### config.mk
export PLATFORM = sky130hd
export DESIGN_NAME = shift_add_mul
export DESIGN_NICKNAME = d
export VERILOG_FILES = /design/src/rtl/mul_pkg.sv /design/src/rtl/mul_ctrl.sv /design/src/rtl/shift_add_mul.sv
export SDC_FILE = /design/constraint.sdc
export NUM_CORES = 1
export LEC_CHECK = 0
export ABC_AREA = 1
export BUFFER_PORTS_ARGS = -buffer_cell sky130_fd_sc_hd__buf_2
export CELL_PAD_IN_SITES_DETAIL_PLACEMENT = 1
export CELL_PAD_IN_SITES_GLOBAL_PLACEMENT = 1
export CORE_ASPECT_RATIO = 1.25
export CORE_MARGIN = 2
export CORE_UTILIZATION = 40
export CTS_CLUSTER_DIAMETER = 60
export DETAILED_ROUTE_END_ITERATION = 16
export GPL_TIMING_DRIVEN = 0
export PLACE_DENSITY = 0.77
export SYNTH_ARGS = -nofsm -noshare
export SYNTH_HDL_FRONTEND = slang
export SYNTH_SLANG_ARGS = --single-unit
### constraint.sdc
create_clock -name clk -period 2.1 [get_ports clk]
set_input_delay 0 -clock clk [delete_from_list [all_inputs] [get_ports clk]]
set_output_delay 0 -clock clk [all_outputs]
set_load 0.02 [all_outputs]
### src/rtl/mul_pkg.sv
// Shared types and helpers for the shift-and-add multiplier.
// Holds the FSM state encoding and the counter sizing rule.
package mul_pkg;

  typedef enum logic [1:0] {
    IDLE,
    CALC,
    DONE,
    WAIT_LOW
  } state_e;

  localparam int DEF_WIDTH = 8;

  function automatic int cnt_bits(input int w);
    return $clog2(w + 1);
  endfunction

endpackage

### src/rtl/mul_ctrl.sv
// Control FSM and iteration counter for the multiplier.
// Emits load/shift/last strobes plus done and busy.
module mul_ctrl
  import mul_pkg::*;
#(
  parameter int width = DEF_WIDTH,
  parameter int CW    = cnt_bits(width)
) (
  input  logic clk,
  input  logic reset,
  input  logic start_i,
  output logic load_o,
  output logic shift_o,
  output logic last_o,
  output logic done_o,
  output logic busy_o
);

  state_e          state_q, state_d;
  logic [CW-1:0]   cnt_q, cnt_d;
  logic            last;

  assign last = (state_q == CALC)
             && (cnt_q == CW'(width - 1));

  // state and counter registers
  always_ff @(posedge clk) begin
    if (reset) begin
      state_q <= IDLE;
      cnt_q   <= '0;
    end else begin
      state_q <= state_d;
      cnt_q   <= cnt_d;
    end
  end

  // next state and next count
  always_comb begin
    state_d = state_q;
    cnt_d   = cnt_q;
    unique case (state_q)
      IDLE: begin
        if (start_i) begin
          state_d = CALC;
          cnt_d   = '0;
        end
      end
      CALC: begin
        cnt_d = cnt_q + CW'(1);
        if (last) state_d = DONE;
      end
      DONE: begin
        state_d = start_i ? WAIT_LOW : IDLE;
      end
      WAIT_LOW: begin
        if (!start_i) state_d = IDLE;
      end
      default: state_d = IDLE;
    endcase
  end

  // strobes decoded from state
  always_comb begin
    load_o  = (state_q == IDLE) && start_i;
    shift_o = (state_q == CALC);
    last_o  = last;
    done_o  = (state_q == DONE);
    busy_o  = (state_q == CALC);
  end

endmodule

### src/rtl/shift_add_mul.sv
// Sequential unsigned shift-and-add multiplier.
// One add/shift per clock; 2*width-bit product with done pulse.
module shift_add_mul
  import mul_pkg::*;
#(
  parameter int width = DEF_WIDTH
) (
  input  logic               clk,
  input  logic               reset,
  input  logic               start,
  input  logic [width-1:0]   OpA,
  input  logic [width-1:0]   OpB,
  output logic [2*width-1:0] product,
  output logic               done,
  output logic               busy
);

  logic               load, shift, last;
  logic [width-1:0]   m_q;
  logic [width:0]     a_q, a_d;
  logic [width-1:0]   q_q, q_d;
  logic [2*width-1:0] prod_q;
  logic [width:0]     sum;
  logic [2*width:0]   shifted;

  mul_ctrl #(.width(width)) u_ctrl (
    .clk     (clk),
    .reset   (reset),
    .start_i (start),
    .load_o  (load),
    .shift_o (shift),
    .last_o  (last),
    .done_o  (done),
    .busy_o  (busy)
  );

  // add when the multiplier LSB is set, then shift the pair right
  always_comb begin
    sum     = q_q[0] ? (a_q + {1'b0, m_q}) : a_q;
    shifted = {sum, q_q} >> 1;
    a_d     = shifted[2*width:width];
    q_d     = shifted[width-1:0];
  end

  // datapath registers
  always_ff @(posedge clk) begin
    if (reset) begin
      m_q    <= '0;
      a_q    <= '0;
      q_q    <= '0;
      prod_q <= '0;
    end else if (load) begin
      m_q <= OpA;
      a_q <= '0;
      q_q <= OpB;
    end else if (shift) begin
      a_q <= a_d;
      q_q <= q_d;
      if (last) prod_q <= shifted[2*width-1:0];
    end
  end

  assign product = prod_q;

endmodule

* After elaboration in Yosys (flattened, before gate mapping) *
Index checks and enable logic that the tools add are counted.

word-level totals
  register bits = 46
  word-level logic and storage cells = 35
  output and inout bits = 18

operators by class
  equal/unequal tests = 7
  multiplexer cells = 10
  reduce and logical (&&, ||, !) cells = 9
  add/sub/neg operators = 2
  bitwise operators = 1

operators with widths
  kind                   number
  $mux W8                2
  $add A8 B8 Y9          1
  $mux W9                1
  $mux W2                4
  $pmux W2 S4            1
  $pmux W4 S2            1
  $reduce_and A3 Y1      2
  $add A4 B1 Y4 const B  1
  $eq A2 B2 Y1 const B   2
  $eq A4 B3 Y1 const B   1
  $mux W4                1
  $ne A2 B2 Y1 const B   2
  $reduce_bool A2 Y1     2
  $eq A2 B1 Y1 const B   1
  $logic_and A1 B1 Y1    2
  $logic_not A2 Y1       1
  $ne A2 B1 Y1 const B   1
  $reduce_and A2 Y1      1
  $reduce_or A2 Y1       1
  $not A1 Y1             1

* Logic depth before layout (Yosys ltp) *
Gate-level depths: netlist of run 1.

  depth in word-level cells = 4
  gate-level depth with buffers = 13
  mapped depth without buffers = 13

* Cells and area by module *
A second synthesis of run 1 with hierarchy kept.

second synthesis, totals
  cell total of the unflattened synthesis = 328
  area total of the unflattened synthesis = 2277.2 sq um

modules (own cells, without submodules)
  module         area each (sq um)  cells an instance  instances  sequential area each (sq um)
  shift_add_mul  1969.4             284                1          800.8
  mul_ctrl       307.8              44                 1          120.1

* Worst setup path before layout of run 1 *
Ideal clock, no wire load.

  path kind = register to register
  start point = reg a_q[0]
  end point = reg a_q[5]
  setup time = 109 ps
  path buffers = 0
  path slack = 491 ps
  data arrival time = 1500 ps
  stages on the path, launching flop included = 14
  clock period less this slack = 1609 ps
  data required time = 1991 ps
  path through = dfxtp_1 > ha_1 > inv_1 > fa_1 > inv_1 > nand2_1 > nand2_1 > nand3_1 > nand2_1 > nand2_1 > nand3_1 > nand3_1 > nand2_1 > inv_1

on the way
  word-level cells in the longest chain between the ends = 2

ends and longest elaborated chain
  element                 RTL line             source
  from (decl)             shift_add_mul.sv:20  logic [width:0] a_q, a_d;
  from (signal assigned)  shift_add_mul.sv:49  a_q <= '0;
  from (signal assigned)  shift_add_mul.sv:54  a_q <= '0;
  from (signal assigned)  shift_add_mul.sv:57  a_q <= a_d;
  $add A8 B8 Y9           shift_add_mul.sv:39  sum = q_q[0] ? (a_q + {1'b0, m_q}) : a_q;
  $mux W9                 shift_add_mul.sv:39

No other way between the ends.
A chain may end at the register's enable or synchronous reset.

* Worst setup path in the final report of run 1 *
Ends and elaborated chain as after synthesis.

==> insert_results.sql, run 1 <==
INSERT INTO impl_metrics (metric_group, metric, value, unit) VALUES
('status', 'run_status', 'finished with violations', ''),
('status', 'failed_checks', 'hold timing', ''),
('drt', 'vias', '2120', ''),
('global_route', 'grtUsageTotal', '0.2145', ''),
('timing', 'slew_violations', '0', ''),
('setup_path', 'timing.critical_path.required', '2.32', 'ns'),
('clock_tree', 'tritoncts.num_buffers', '5', ''),
('setup_path', 'worst_path_dominant_cell_family', 'simple AND/OR/NAND/NOR gates', ''),
('layout', 'final-seq-area', '920.9', 'µm²'),
('setup_path', 'crit_path_frequent_cell', 'sky130_fd_sc_hd__nand2_1', ''),
('yosys', 'synthesis.area_per_instance', '7.300', 'µm²'),
('timing', 'setup_total_negative_slack', '0', 'ns'),
('power', 'power.switching_fraction', '0.2809', ''),
('yosys', 'synth.lib_cells_used.distinct', '31', ''),
('die', 'dieArea', '6125', 'µm²'),
('timing', 'timing_hold_violations_final', '1', ''),
('layout', 'post-route-util', '0.4963', ''),
('power', 'power.share.clock', '0.357', ''),
('power', 'comb_power_share', '0.149', ''),
('die', 'die_width', '70.40', 'µm'),
('clock_tree', 'clockRootBuffer', 'sky130_fd_sc_hd__clkbuf_8', ''),
('placed_design', 'numPortBuffers', '36', ''),
('timing', 'fin_crit_sh', '0.9004', ''),
('clock_tree', 'numClockSinks', '46', ''),
('min_path', 'hold_path.class', 'in -> reg', ''),
('global_route', 'antenna_found_initial', '0', ''),
('timing', 'final_hold_slack', '-0.004225', 'ns'),
('timing', 'setup_viol', '0', ''),
('setup_path', 'timing.critical_path.arrival', '2.11', 'ns'),
('drt', 'drc_violation_total_after_the_first_tritonroute_iteration', '64', ''),
('layout', 'fraction_of_final_layout_cells_sized_beyond_drive_strength_1', '0.1831', ''),
('timing', 'max_freq', '528.8', 'MHz'),
('global_route', 'grt_max_degree', '15', ''),
('layout', 'stdcell_area', '2664', 'µm²'),
('yosys', 'synth.area.top_cells', 'sky130_fd_sc_hd__dfxtp_1 (42%), sky130_fd_sc_hd__nand2_1 (11%), sky130_fd_sc_hd__o21ai_0 (7.7%), sky130_fd_sc_hd__inv_1 (6.8%), sky130_fd_sc_hd__ha_1 (5.1%)', ''),
('layout', 'post_layout_nonfiller_instances', '419', ''),
('die', 'num_rows', '30', ''),
('die', 'chipHeight', '87.01', 'µm'),
('layout', 'layout-area-overhead-vs-synth', '20.83', '%'),
('flow_run', 'cap_viol_max_count', '0', ''),
('clock_tree', 'cts_max_path_buffers', '2', ''),
('power', 'p_int', '1.366', 'mW'),
('yosys', 'post_synth_instance_area', '2205', 'µm²'),
('clock_tree', 'post_cts_resized', '0', ''),
('layout', 'design.final.nets', '383', ''),
('layout', 'fill_cells', '715', ''),
('setup_path', 'crit_fanout', '3', ''),
('setup_path', 'critical_path.cell_chain', 'ha_1 -> inv_1 -> fa_1 -> inv_1 -> nand2_1 -> nand2_1 -> nand3_1 -> nand2_1 -> nand2_1 -> nand3_1 -> nand3_1 -> nand2_1 -> inv_1', ''),
('global_route', 'gr-total-overflow', '0', ''),
('clock_tree', 'clk_latency', '0.31', 'ns'),
('clock_tree', 'tritoncts_clock_tree', 'done', ''),
('yosys', 'synth_most_common_cell', 'sky130_fd_sc_hd__nand2_1', ''),
('drt', 'vias_per_cell', '5.060', ''),
('drt', 'routed_wire_length_per_instance', '14.58', 'µm'),
('setup_path', 'crit_path_max_incr_delay', '0.40', 'ns'),
('yosys', 'synth_flop_cell', 'sky130_fd_sc_hd__dfxtp_1', ''),
('die', 'start_util', '0.4107', ''),
('global_route', 'grt_pass1_vias', '2188', ''),
('placed_design', 'gpl.final_weighted_congestion', '0.7708', ''),
('power', 'power.share.sequential', '0.494', ''),
('drt', 'drt_first_pass_iters', '4', ''),
('yosys', 'synth_async_sr_flop_share', '0', ''),
('timing', 'minimum_clock_period', '1.891', 'ns'),
('setup_path', 'regToRegSetupSlack', '0.21', 'ns'),
('yosys', 'leading_cell_types_by_count_after_synthesis', 'sky130_fd_sc_hd__nand2_1 (67), sky130_fd_sc_hd__dfxtp_1 (46), sky130_fd_sc_hd__inv_1 (40), sky130_fd_sc_hd__o21ai_0 (34), sky130_fd_sc_hd__nor2_1 (27)', ''),
('die', 'design.portCount', '37', ''),
('yosys', 'synth-seq-area-share', '0.4177', ''),
('yosys', 'syn-instance-count', '302', ''),
('drt', 'drc', '0', ''),
('yosys', 'yosys_reg_bits', '46', ''),
('clock_tree', 'clk_pin_slew', '0.09', 'ns');
==> per-stage QoR <==
step | power [mW] | setup slack [ns]
after floorplan | 1.140 | 0.4912
after global placement | 1.219 | 0.2913
after detailed placement | 1.230 | 0.2160
after CTS | 1.912 | 0.1946
after global routing | 1.987 | 0.02719
final | 1.900 | 0.2091
==> sequential cells by signal (all words and copies together), names as in the netlist <==
| signal | flops |
|---|---|
| product | 16 |
| u_ctrl.state_q | 2 |
| m_q | 8 |
| u_ctrl.cnt_q | 4 |
| q_q | 8 |
| a_q | 8 |
==> cell type report <==
cell class                 count  area share
buffer                        10     0.01597
clock buffer                   5     0.02583
clock inverter                 3     0.01503
inverter                      45     0.06341
multi-input combinational    201      0.4025
sequential                    46      0.3457
tap                           64     0.03006
timing repair buffer          45      0.1015
==> metal layers <==
| metal | routed length [µm] | part of all wire | global-route usage |
|---|---|---|---|
| met4 | 117 | 0.019 | 0.08741 |
| met1 | 2592 | 0.42 | 0.2340 |
| met5 | 0 | 0 | 0 |
| met3 | 191 | 0.031 | 0.03472 |
| met2 | 3209 | 0.53 | 0.4082 |
==> path summary, 6_finish.rpt <==
| check | startpoint | endpoint | depth (start not counted) |
|---|---|---|---|
| worst max-delay path | a_q[0] | a_q[5] | 13 |
| worst min-delay path | OpB[7] | q_q[7] | 3 |
| worst max register to register | a_q[0] | a_q[5] | 13 |
| worst min register to register | product[14] | product[14] | 2 |
==> power by group through the flow <==
| stage | logic (mW) | clock network, mW | registers (mW) |
|---|---|---|---|
| 2_1_floorplan | 0.189 | 0 | 0.951 |
| 3_3_place_gp | 0.262 | 0 | 0.957 |
| 3_5_place_dp | 0.270 | 0 | 0.959 |
| 4_1_cts | 0.288 | 0.685 | 0.939 |
| 5_1_grt | 0.328 | 0.715 | 0.944 |
| 6_report | 0.283 | 0.678 | 0.939 |
==> what timing repair did <==
action                                  4_1_cts  5_1_grt
hold buffers                                  9        0
endpoints found under the hold margin         9        0
endpoints found under the setup margin        0        0
==> cell usage in the layout, fill, tap and decap left out, drive strengths merged <==
cell,instances
nand2,67
dfxtp,46
inv,44
o21ai,43
buf,39
nor2,29
nand3,18
a21oi,17
clkbuf,12
ha,9
dlygate4sd3,9
clkinv,3
or2,2
o211ai,2
o22ai,2
nor3,2
a21o,1
xor2,1
nand3b,1
a31oi,1
o311a,1
o31ai,1
mux2i,1
a22o,1
o21a,1
fa,1
bufinv,1
==> worst register-to-register path, delay by kind of cell, from the launching register on <==
kind / cells / cell delay [ns]
fa+ha+maj: 2 / 0.59
simple gates: 8 / 0.66
flops: 1 / 0.37
buf+inv: 3 / 0.17
==> logic make-up after synthesis <==
kind of cell | synth area share
flops | 0.4177
buf+inv | 0.09591
fa+ha+maj | 0.06016
mux | 0.004540
compound gates | 0.1856
simple gates | 0.2321
xor+xnor | 0.003973
Power figures use the tool's default switching activity.
==> run 2: changes to the inputs <==
Settings changed: CORE_UTILIZATION 40 to 36, PLACE_DENSITY 0.77 to 0.73.
Clock period 2.1 ns to 1.6 ns, I/O delays scaled along.
==> run 2 against run 1 <==
  * The run ends with hold timing, setup timing left
  * Hold slack better by 0.0020 ns
  * Global-route usage shrank 1.8 points
  * Sequential cell count stayed put
  * Clock power is 14% higher
  * Worst setup slack worse by 0.23 ns
  * Via count rose by 0.57%
  * Design area increased by 9.2%
  * Non-clock buffer count increased by 8
  * First-iteration DRC count rose by 28%
  * Utilization barely moved
  * Count of clock-buffer cells in the layout did not move
  * Critical path type unchanged
  * Largest power group unchanged
  * Highest routed layer unchanged
==> insert_results.sql, run 2 (synthesis gave the netlist of run 1 again) <==
INSERT INTO impl_metrics (metric_group, metric, value, unit) VALUES
('status', 'run_status', 'finished with violations', ''),
('status', 'failed_checks', 'hold timing, setup timing', ''),
('drt', 'drt-total-wl', '6256', 'µm'),
('drt', 'ant_nets', '0', ''),
('setup_path', 'criticalPathCategory', 'reg -> reg', ''),
('clock_tree', 'cts_max_path_buffers', '2', ''),
('clock_tree', 'tritoncts_clock_tree', 'done', ''),
('clock_tree', 'tritoncts.num_buffers', '5', ''),
('global_route', 'grtUsageTotal', '0.1963', ''),
('clock_tree', 'numClockSinks', '46', ''),
('layout', 'post_layout_nonfiller_instances', '445', ''),
('drt', 'vias_per_cell', '4.791', ''),
('clock_tree', 'clk_pin_slew', '0.10', 'ns'),
('timing', 'grt_setup_unrepaired', 'true', ''),
('placed_design', 'numPortBuffers', '36', ''),
('global_route', 'first_pass_grt_wire_length', '10210', 'µm'),
('setup_path', 'regToRegSetupSlack', '-0.02', 'ns'),
('layout', 'layout.cells.most_common', 'sky130_fd_sc_hd__nand2_1', ''),
('setup_path', 'timing.critical_path.required', '1.85', 'ns'),
('die', 'num_rows', '31', ''),
('setup_path', 'worstReg2RegStart', 'a_q[0]', ''),
('global_route', 'grt_pass1_vias', '2182', ''),
('min_path', 'hold_path.class', 'in -> reg', ''),
('die', 'dieArea', '6770', 'µm²'),
('global_route', 'antenna_found_initial', '0', ''),
('timing', 'setup_total_negative_slack', '-0.03442', 'ns'),
('setup_path', 'worst_path_max_delay_cell', 'sky130_fd_sc_hd__dfxtp_2', ''),
('power', 'p_leak', '1.374', 'nW'),
('die', 'chipHeight', '91.49', 'µm'),
('setup_path', 'origin_of_the_worst_setup_path', 'a_q[0]', ''),
('layout', 'design.final.nets', '391', ''),
('timing', 'slew_violations', '0', ''),
('die', 'design.portCount', '37', ''),
('layout', 'final_cell_mix', 'sky130_fd_sc_hd__nand2_1 (60), sky130_fd_sc_hd__inv_1 (38), sky130_fd_sc_hd__dfxtp_1 (38)', ''),
('drt', 'drt_first_pass_iters', '4', ''),
('timing', 'minimum_clock_period', '1.619', 'ns'),
('placed_design', 'detailedPlacementHpwl', '4380', 'µm'),
('layout', 'insertedDiodeCount', '0', ''),
('setup_path', 'critical_path.cell_chain', 'ha_4 -> inv_2 -> fa_2 -> inv_2 -> nand2_2 -> nand2_2 -> nand3_2 -> nand2_2 -> nand2_2 -> nand3_1 -> nand2_2 -> o21ai_1', ''),
('layout', 'fill_cells', '735', ''),
('layout', 'largest_register_ffs', '16', ''),
('timing', 'setup_viol', '3', ''),
('timing', 'max_freq', '617.5', 'MHz'),
('setup_path', 'worstSetupStartpointType', 'flip-flop', ''),
('global_route', 'gr-total-overflow', '0', ''),
('timing', 'max-slew-margin-rel', '0.6158', ''),
('timing', 'tightestPinTransition', '0.5763', 'ns'),
('drt', 'drc', '0', ''),
('clock_tree', 'clockRootBuffer', 'sky130_fd_sc_hd__clkbuf_8', ''),
('placed_design', 'gpl.final_weighted_congestion', '0.7367', ''),
('global_route', 'grt_max_degree', '17', ''),
('setup_path', 'critical_path.reg2reg.endpoint', 'product[15]', ''),
('power', 'peak_supply_drop', '501.1', 'µV'),
('setup_path', 'crit_path_max_incr_delay', '0.37', 'ns'),
('setup_path', 'crit_path_capture_type', 'flip-flop', ''),
('timing', 'fin_worst_skew', '0.008402', 'ns'),
('flow_run', 'cap_viol_max_count', '0', ''),
('setup_path', 'timing.critical_path.arrival', '1.87', 'ns'),
('layout', 'layout-area-overhead-vs-synth', '31.90', '%'),
('setup_path', 'r2r.worst_path.cells', '12', ''),
('min_path', 'hold-path-cell-count', '3', ''),
('power', 'p_per_area', '841.2', 'nW/µm²'),
('timing', 'timing_hold_violations_final', '1', ''),
('die', 'start_util', '0.3764', ''),
('die', 'std_cell_core_area', '5857', 'µm²'),
('clock_tree', 'clk_latency', '0.31', 'ns'),
('timing', 'fin_crit_sh', '1.012', ''),
('setup_path', 'crit_path_frequent_cell', 'sky130_fd_sc_hd__nand2_2', ''),
('clock_tree', 'cts-htree-levels', '2', ''),
('setup_path', 'crit_fanout', '3', ''),
('die', 'die_width', '74.00', 'µm'),
('setup_path', 'setup.worst_path.end', 'product[15]', ''),
('timing', 'final_critical_path_setup_slack', '-0.01932', 'ns'),
('placed_design', 'placed_cells_incl_taps', '420', ''),
('drt', 'routed_wire_length_per_instance', '14.06', 'µm'),
('drt', 'drc_violation_total_after_the_first_tritonroute_iteration', '82', ''),
('timing', 'final_hold_slack', '-0.002179', 'ns'),
('drt', 'vias', '2132', ''),
('layout', 'fraction_of_final_layout_cells_sized_beyond_drive_strength_1', '0.3030', '');
[run 2: cell count changes in the layout (fill, tap and decap cells not counted), moves of 3 or more]
| cell | before | now |
|---|---|---|
| sky130_fd_sc_hd__buf_4 | 1 | 8 |
| sky130_fd_sc_hd__clkbuf_1 | 7 | 3 |
| sky130_fd_sc_hd__clkbuf_2 | 0 | 3 |
| sky130_fd_sc_hd__dfxtp_1 | 46 | 38 |
| sky130_fd_sc_hd__dfxtp_2 | 0 | 7 |
| sky130_fd_sc_hd__ha_1 | 9 | 3 |
| sky130_fd_sc_hd__ha_4 | 0 | 6 |
| sky130_fd_sc_hd__nand2_1 | 67 | 60 |
| sky130_fd_sc_hd__nand2_2 | 0 | 7 |
| sky130_fd_sc_hd__nand3_1 | 18 | 14 |
| sky130_fd_sc_hd__nand3_2 | 0 | 4 |
| sky130_fd_sc_hd__o21ai_0 | 34 | 31 |
[run 2: area by class of cell]
class	count	area [µm²]	share of cell area
clock inverters	3	25.02	0.008606
multi-input cells	201	1215	0.4178
repair buffers	54	342.8	0.1179
well taps	82	102.6	0.03528
flip-flops and latches	46	933.4	0.3210
clock buffers	5	68.82	0.02367
inverters	45	170.2	0.05852
plain buffers	9	50.05	0.01721
[run 2: routing by layer]
| metal | global-route usage | wire [µm] | vias to the layer above |
|---|---|---|---|
| met5 | 0 | 0 | - |
| met4 | 0.05455 | 78 | 0 |
| met3 | 0.02997 | 170 | 6 |
| met2 | 0.3690 | 3388 | 31 |
| met1 | 0.2198 | 2618 | 1005 |
| li1 | - | - | 1090 |
[run 2: worst min-delay path by stage]
| stage | startpoint | to |
|---|---|---|
| after floorplan | start | u_ctrl.state_q[0] |
| after global routing | OpB[7] | q_q[7] |
| final | OpB[7] | q_q[7] |
| after CTS | OpB[7] | q_q[7] |
| after global placement | OpA[3] | m_q[3] |
| after detailed placement | OpA[2] | m_q[2] |
[run 2: worst max-delay path: cells and delay by family (launching register included)]
kind | cells | cell delay, ns
DFF | 1 | 0.37
adders and majority gates | 2 | 0.49
buffers and inverters | 2 | 0.09
and+or+nand+nor | 7 | 0.49
AOI/OAI and AO/OA | 1 | 0.13
[run 2: power breakdown]
part / leakage (nW) / internal (mW) / switching, mW
Combinational: 0.950 / 0.178 / 0.251
Sequential: 0.379 / 1.20 / 0.0454
Clock: 0.0447 / 0.316 / 0.455
[run 2: metrics by stage]
step           power, mW  area [µm²]  worst slack [ns]    util  hold WS, ns
2_1_floorplan      1.496        2207           0.04256       -       0.1241
3_3_place_gp       1.598        2490           -0.1663  0.4251       0.2228
3_5_place_dp       1.612        2490           -0.1896  0.4251       0.2311
4_1_cts            2.427        2784          -0.05381  0.4753     0.005320
5_1_grt            2.580        2908           -0.1211  0.4965      0.03829
6_report           2.446        2908          -0.01932  0.4965    -0.002179
[run 2: timing repair]
action                     CTS  global route
hold endpoints to repair    12             0
hold buffers                11             0
pin swaps                    6             4
setup buffers                4             3
setup endpoints to repair   25            34
gates cloned                 0             0
resized for setup           20            27
==> run 3: changes to the inputs <==
Settings changed: CORE_UTILIZATION 36 to 40, PLACE_DENSITY 0.73 to 0.77.
Clock period 1.6 ns to 1.85 ns, I/O delays scaled along.
==> run 3 against run 2 <==
  * The flow finishes with violations (hold timing)
  * Clock power hardly changed
  * Critical path depth stayed put
  * Maximum frequency is 6.4% lower
  * Worst setup slack better by 0.14 ns
  * Sequential share of layout area is 2.1 points higher
  * Sequential cell count stayed put
  * Die area is 9.5% lower
  * Critical endpoint is now a_q[3]
  * Combinational power is 23% lower
  * Design area is 7.2% lower
  * Count of clock-buffer cells in the layout stayed put
  * Register-to-register slack better by 0.14 ns
  * First-iteration DRC count is 11% lower
==> insert_results.sql, run 3 (synthesis gave the netlist of run 1 again) <==
INSERT INTO impl_metrics (metric_group, metric, value, unit) VALUES
('status', 'run_status', 'finished with violations', ''),
('status', 'failed_checks', 'hold timing', ''),
('setup_path', 'origin_of_the_worst_setup_path', 'm_q[0]', ''),
('setup_path', 'worstReg2RegStart', 'm_q[0]', ''),
('drt', 'vias_per_cell', '5.081', ''),
('clock_tree', 'clockRootBuffer', 'sky130_fd_sc_hd__clkbuf_8', ''),
('power', 'peak_supply_drop', '425.0', 'µV'),
('global_route', 'grt_use_met3', '0.03472', ''),
('drt', 'drt-total-wl', '6140', 'µm'),
('die', 'chipHeight', '87.01', 'µm'),
('timing', 'fin_worst_skew', '0.003789', 'ns'),
('setup_path', 'crit_fanout', '3', ''),
('placed_design', 'detailedPlacementHpwl', '4484', 'µm'),
('global_route', 'grt_pass1_vias', '2188', ''),
('drt', 'drc', '0', ''),
('layout', 'fraction_of_final_layout_cells_sized_beyond_drive_strength_1', '0.2141', ''),
('clock_tree', 'numClockSinks', '46', ''),
('global_route', 'grt_max_degree', '15', ''),
('power', 'final_total_pwr', '2.165', 'mW'),
('clock_tree', 'postCtsSetupBuffers', '0', ''),
('setup_path', 'critical_path.reg2reg.endpoint', 'a_q[3]', ''),
('global_route', 'antenna_found_initial', '0', ''),
('layout', 'post-route-util', '0.5026', ''),
('setup_path', 'critical_path.cell_chain', 'ha_2 -> inv_1 -> fa_2 -> inv_1 -> nand2_1 -> nand2_2 -> nand2_1 -> nand2_1 -> nand3_1 -> o21ai_2 -> a21o_1 -> inv_1', ''),
('global_route', 'grtUsageTotal', '0.2145', ''),
('timing', 'final_hold_slack', '-0.005232', 'ns'),
('layout', 'insertedDiodeCount', '0', ''),
('global_route', 'first_pass_grt_wire_length', '10260', 'µm'),
('drt', 'drc_violation_total_after_the_first_tritonroute_iteration', '73', ''),
('timing', 'fin_crit_sh', '0.9356', ''),
('timing', 'timing_hold_violations_final', '1', ''),
('die', 'start_util', '0.4107', ''),
('layout', 'largest_register_ffs', '16', ''),
('die', 'num_rows', '30', ''),
('setup_path', 'timing.critical_path.arrival', '1.94', 'ns'),
('timing', 'setup_viol', '0', ''),
('setup_path', 'timing.critical_path.required', '2.06', 'ns'),
('layout', 'layout.cells.most_common', 'sky130_fd_sc_hd__nand2_1', ''),
('die', 'die_width', '70.40', 'µm'),
('flow_run', 'cap_viol_max_count', '0', ''),
('placed_design', 'numPortBuffers', '36', ''),
('power', 'p_per_area', '802.6', 'nW/µm²'),
('setup_path', 'worstSetupStartpointType', 'flip-flop', ''),
('die', 'std_cell_core_area', '5368', 'µm²'),
('layout', 'design.final.nets', '383', ''),
('setup_path', 'crit_path_capture_type', 'flip-flop', ''),
('clock_tree', 'tritoncts.num_buffers', '5', ''),
('clock_tree', 'cts-htree-levels', '2', ''),
('setup_path', 'regToRegSetupSlack', '0.12', 'ns'),
('placed_design', 'placement.setup.worst_slack', '-0.03402', 'ns'),
('timing', 'minimum_clock_period', '1.731', 'ns'),
('timing', 'final_critical_path_setup_slack', '0.1192', 'ns'),
('timing', 'slew_violations', '0', ''),
('die', 'design.portCount', '37', ''),
('layout', 'final_cell_mix', 'sky130_fd_sc_hd__nand2_1 (64), sky130_fd_sc_hd__dfxtp_1 (45), sky130_fd_sc_hd__inv_1 (40)', ''),
('timing', 'tightestPinTransition', '0.5931', 'ns'),
('min_path', 'hold_path.class', 'in -> reg', ''),
('timing', 'grt_setup_unrepaired', 'false', ''),
('power', 'p_leak', '1.330', 'nW'),
('setup_path', 'r2r.worst_path.cells', '12', ''),
('drt', 'vias', '2129', ''),
('global_route', 'gr-total-overflow', '0', ''),
('layout', 'layout-area-overhead-vs-synth', '22.36', '%'),
('setup_path', 'crit_path_max_incr_delay', '0.35', 'ns'),
('setup_path', 'worst_path_max_delay_cell', 'sky130_fd_sc_hd__dfxtp_1', ''),
('drt', 'drt_first_pass_iters', '4', ''),
('timing', 'max_freq', '577.8', 'MHz'),
('global_route', 'grt_busiest_layer', 'met2', ''),
('die', 'dieArea', '6125', 'µm²'),
('global_route', 'grt_util_met1', '0.2340', ''),
('clock_tree', 'clk_latency', '0.31', 'ns'),
('placed_design', 'gpl.final_weighted_congestion', '0.7708', ''),
('clock_tree', 'clk_pin_slew', '0.09', 'ns'),
('clock_tree', 'tritoncts_clock_tree', 'done', ''),
('setup_path', 'criticalPathCategory', 'reg -> reg', ''),
('timing', 'max-slew-margin-rel', '0.6046', ''),
('clock_tree', 'cts_max_path_buffers', '2', ''),
('drt', 'routed_wire_length_per_instance', '14.65', 'µm'),
('setup_path', 'setup.worst_path.end', 'a_q[3]', ''),
('global_route', 'global_route_met2_usage', '0.4082', ''),
('layout', 'fill_cells', '710', ''),
('drt', 'ant_nets', '0', '');
==> run 3: cell types whose count changed in the layout (fill, tap and decap cells not counted), moves of 5 or more <==
cell                      change
sky130_fd_sc_hd__ha_1         +5
sky130_fd_sc_hd__buf_4        -7
sky130_fd_sc_hd__dfxtp_2      -6
sky130_fd_sc_hd__dfxtp_1      +7
sky130_fd_sc_hd__ha_4         -6
==> run 3: per-layer routing <==
metal  routed length, µm  share of wire  vias to the layer above
met5                   0              0                        -
met4                 119          0.019                        0
met2                3240           0.53                       33
met1                2620           0.43                     1017
met3                 159          0.026                        9
li1                    -              -                     1070
==> run 3: worst min path at each step <==
stage                     startpoint                end  slack (ns)  cells past startpoint
after floorplan                start  u_ctrl.state_q[0]        0.12                      1
after global placement        OpA[3]             m_q[3]        0.22                      3
after detailed placement      OpA[2]             m_q[2]        0.23                      3
after CTS                     OpB[7]             q_q[7]      0.0008                      3
after global routing          OpB[7]             q_q[7]        0.03                      3
final                         OpB[7]             q_q[7]      -0.005                      3
==> run 3: worst max-delay path, delay by kind of cell, from the launching register on <==
family          cells  cell delay, ns
buf+inv             3            0.16
simple gates        5            0.32
compound gates      2            0.24
flops               1            0.35
fa+ha+maj           2            0.54
==> run 3: timing repair <==
item                                    in CTS  in global routing
cloned                                       0                  0
hold endpoints to repair                     9                  0
resized for setup                            2                 11
endpoints found under the setup margin       5                 14
hold buffers                                 9                  0
==> run 3: layout make-up <==
class / count / area [µm²] / area share
multi-input cells: 201 / 1105 / 0.4096
flip-flops and latches: 46 / 922.1 / 0.3418
repair buffers: 45 / 270.3 / 0.1002
inverters: 45 / 168.9 / 0.06262
well taps: 64 / 80.08 / 0.02968
clock buffers: 5 / 68.82 / 0.02551
plain buffers: 10 / 42.54 / 0.01577
clock inverters: 3 / 40.04 / 0.01484
==> run 3: metrics by stage <==
| step | std cells | TNS [ns] | instance area (µm²) |
|---|---|---|---|
| final | 419 | 0 | 2698 |
| after global routing | 419 | 0 | 2698 |
| after CTS | 419 | 0 | 2668 |
| after detailed placement | 402 | -0.04314 | 2465 |
| after global placement | 402 | 0 | 2465 |
| after floorplan | 302 | 0 | 2205 |
==> run 3: report_power, final <==
group	internal, mW	switching (mW)	total (mW)
clock network	0.398	0.370	0.769
logic	0.120	0.210	0.330
registers	1.04	0.0301	1.07
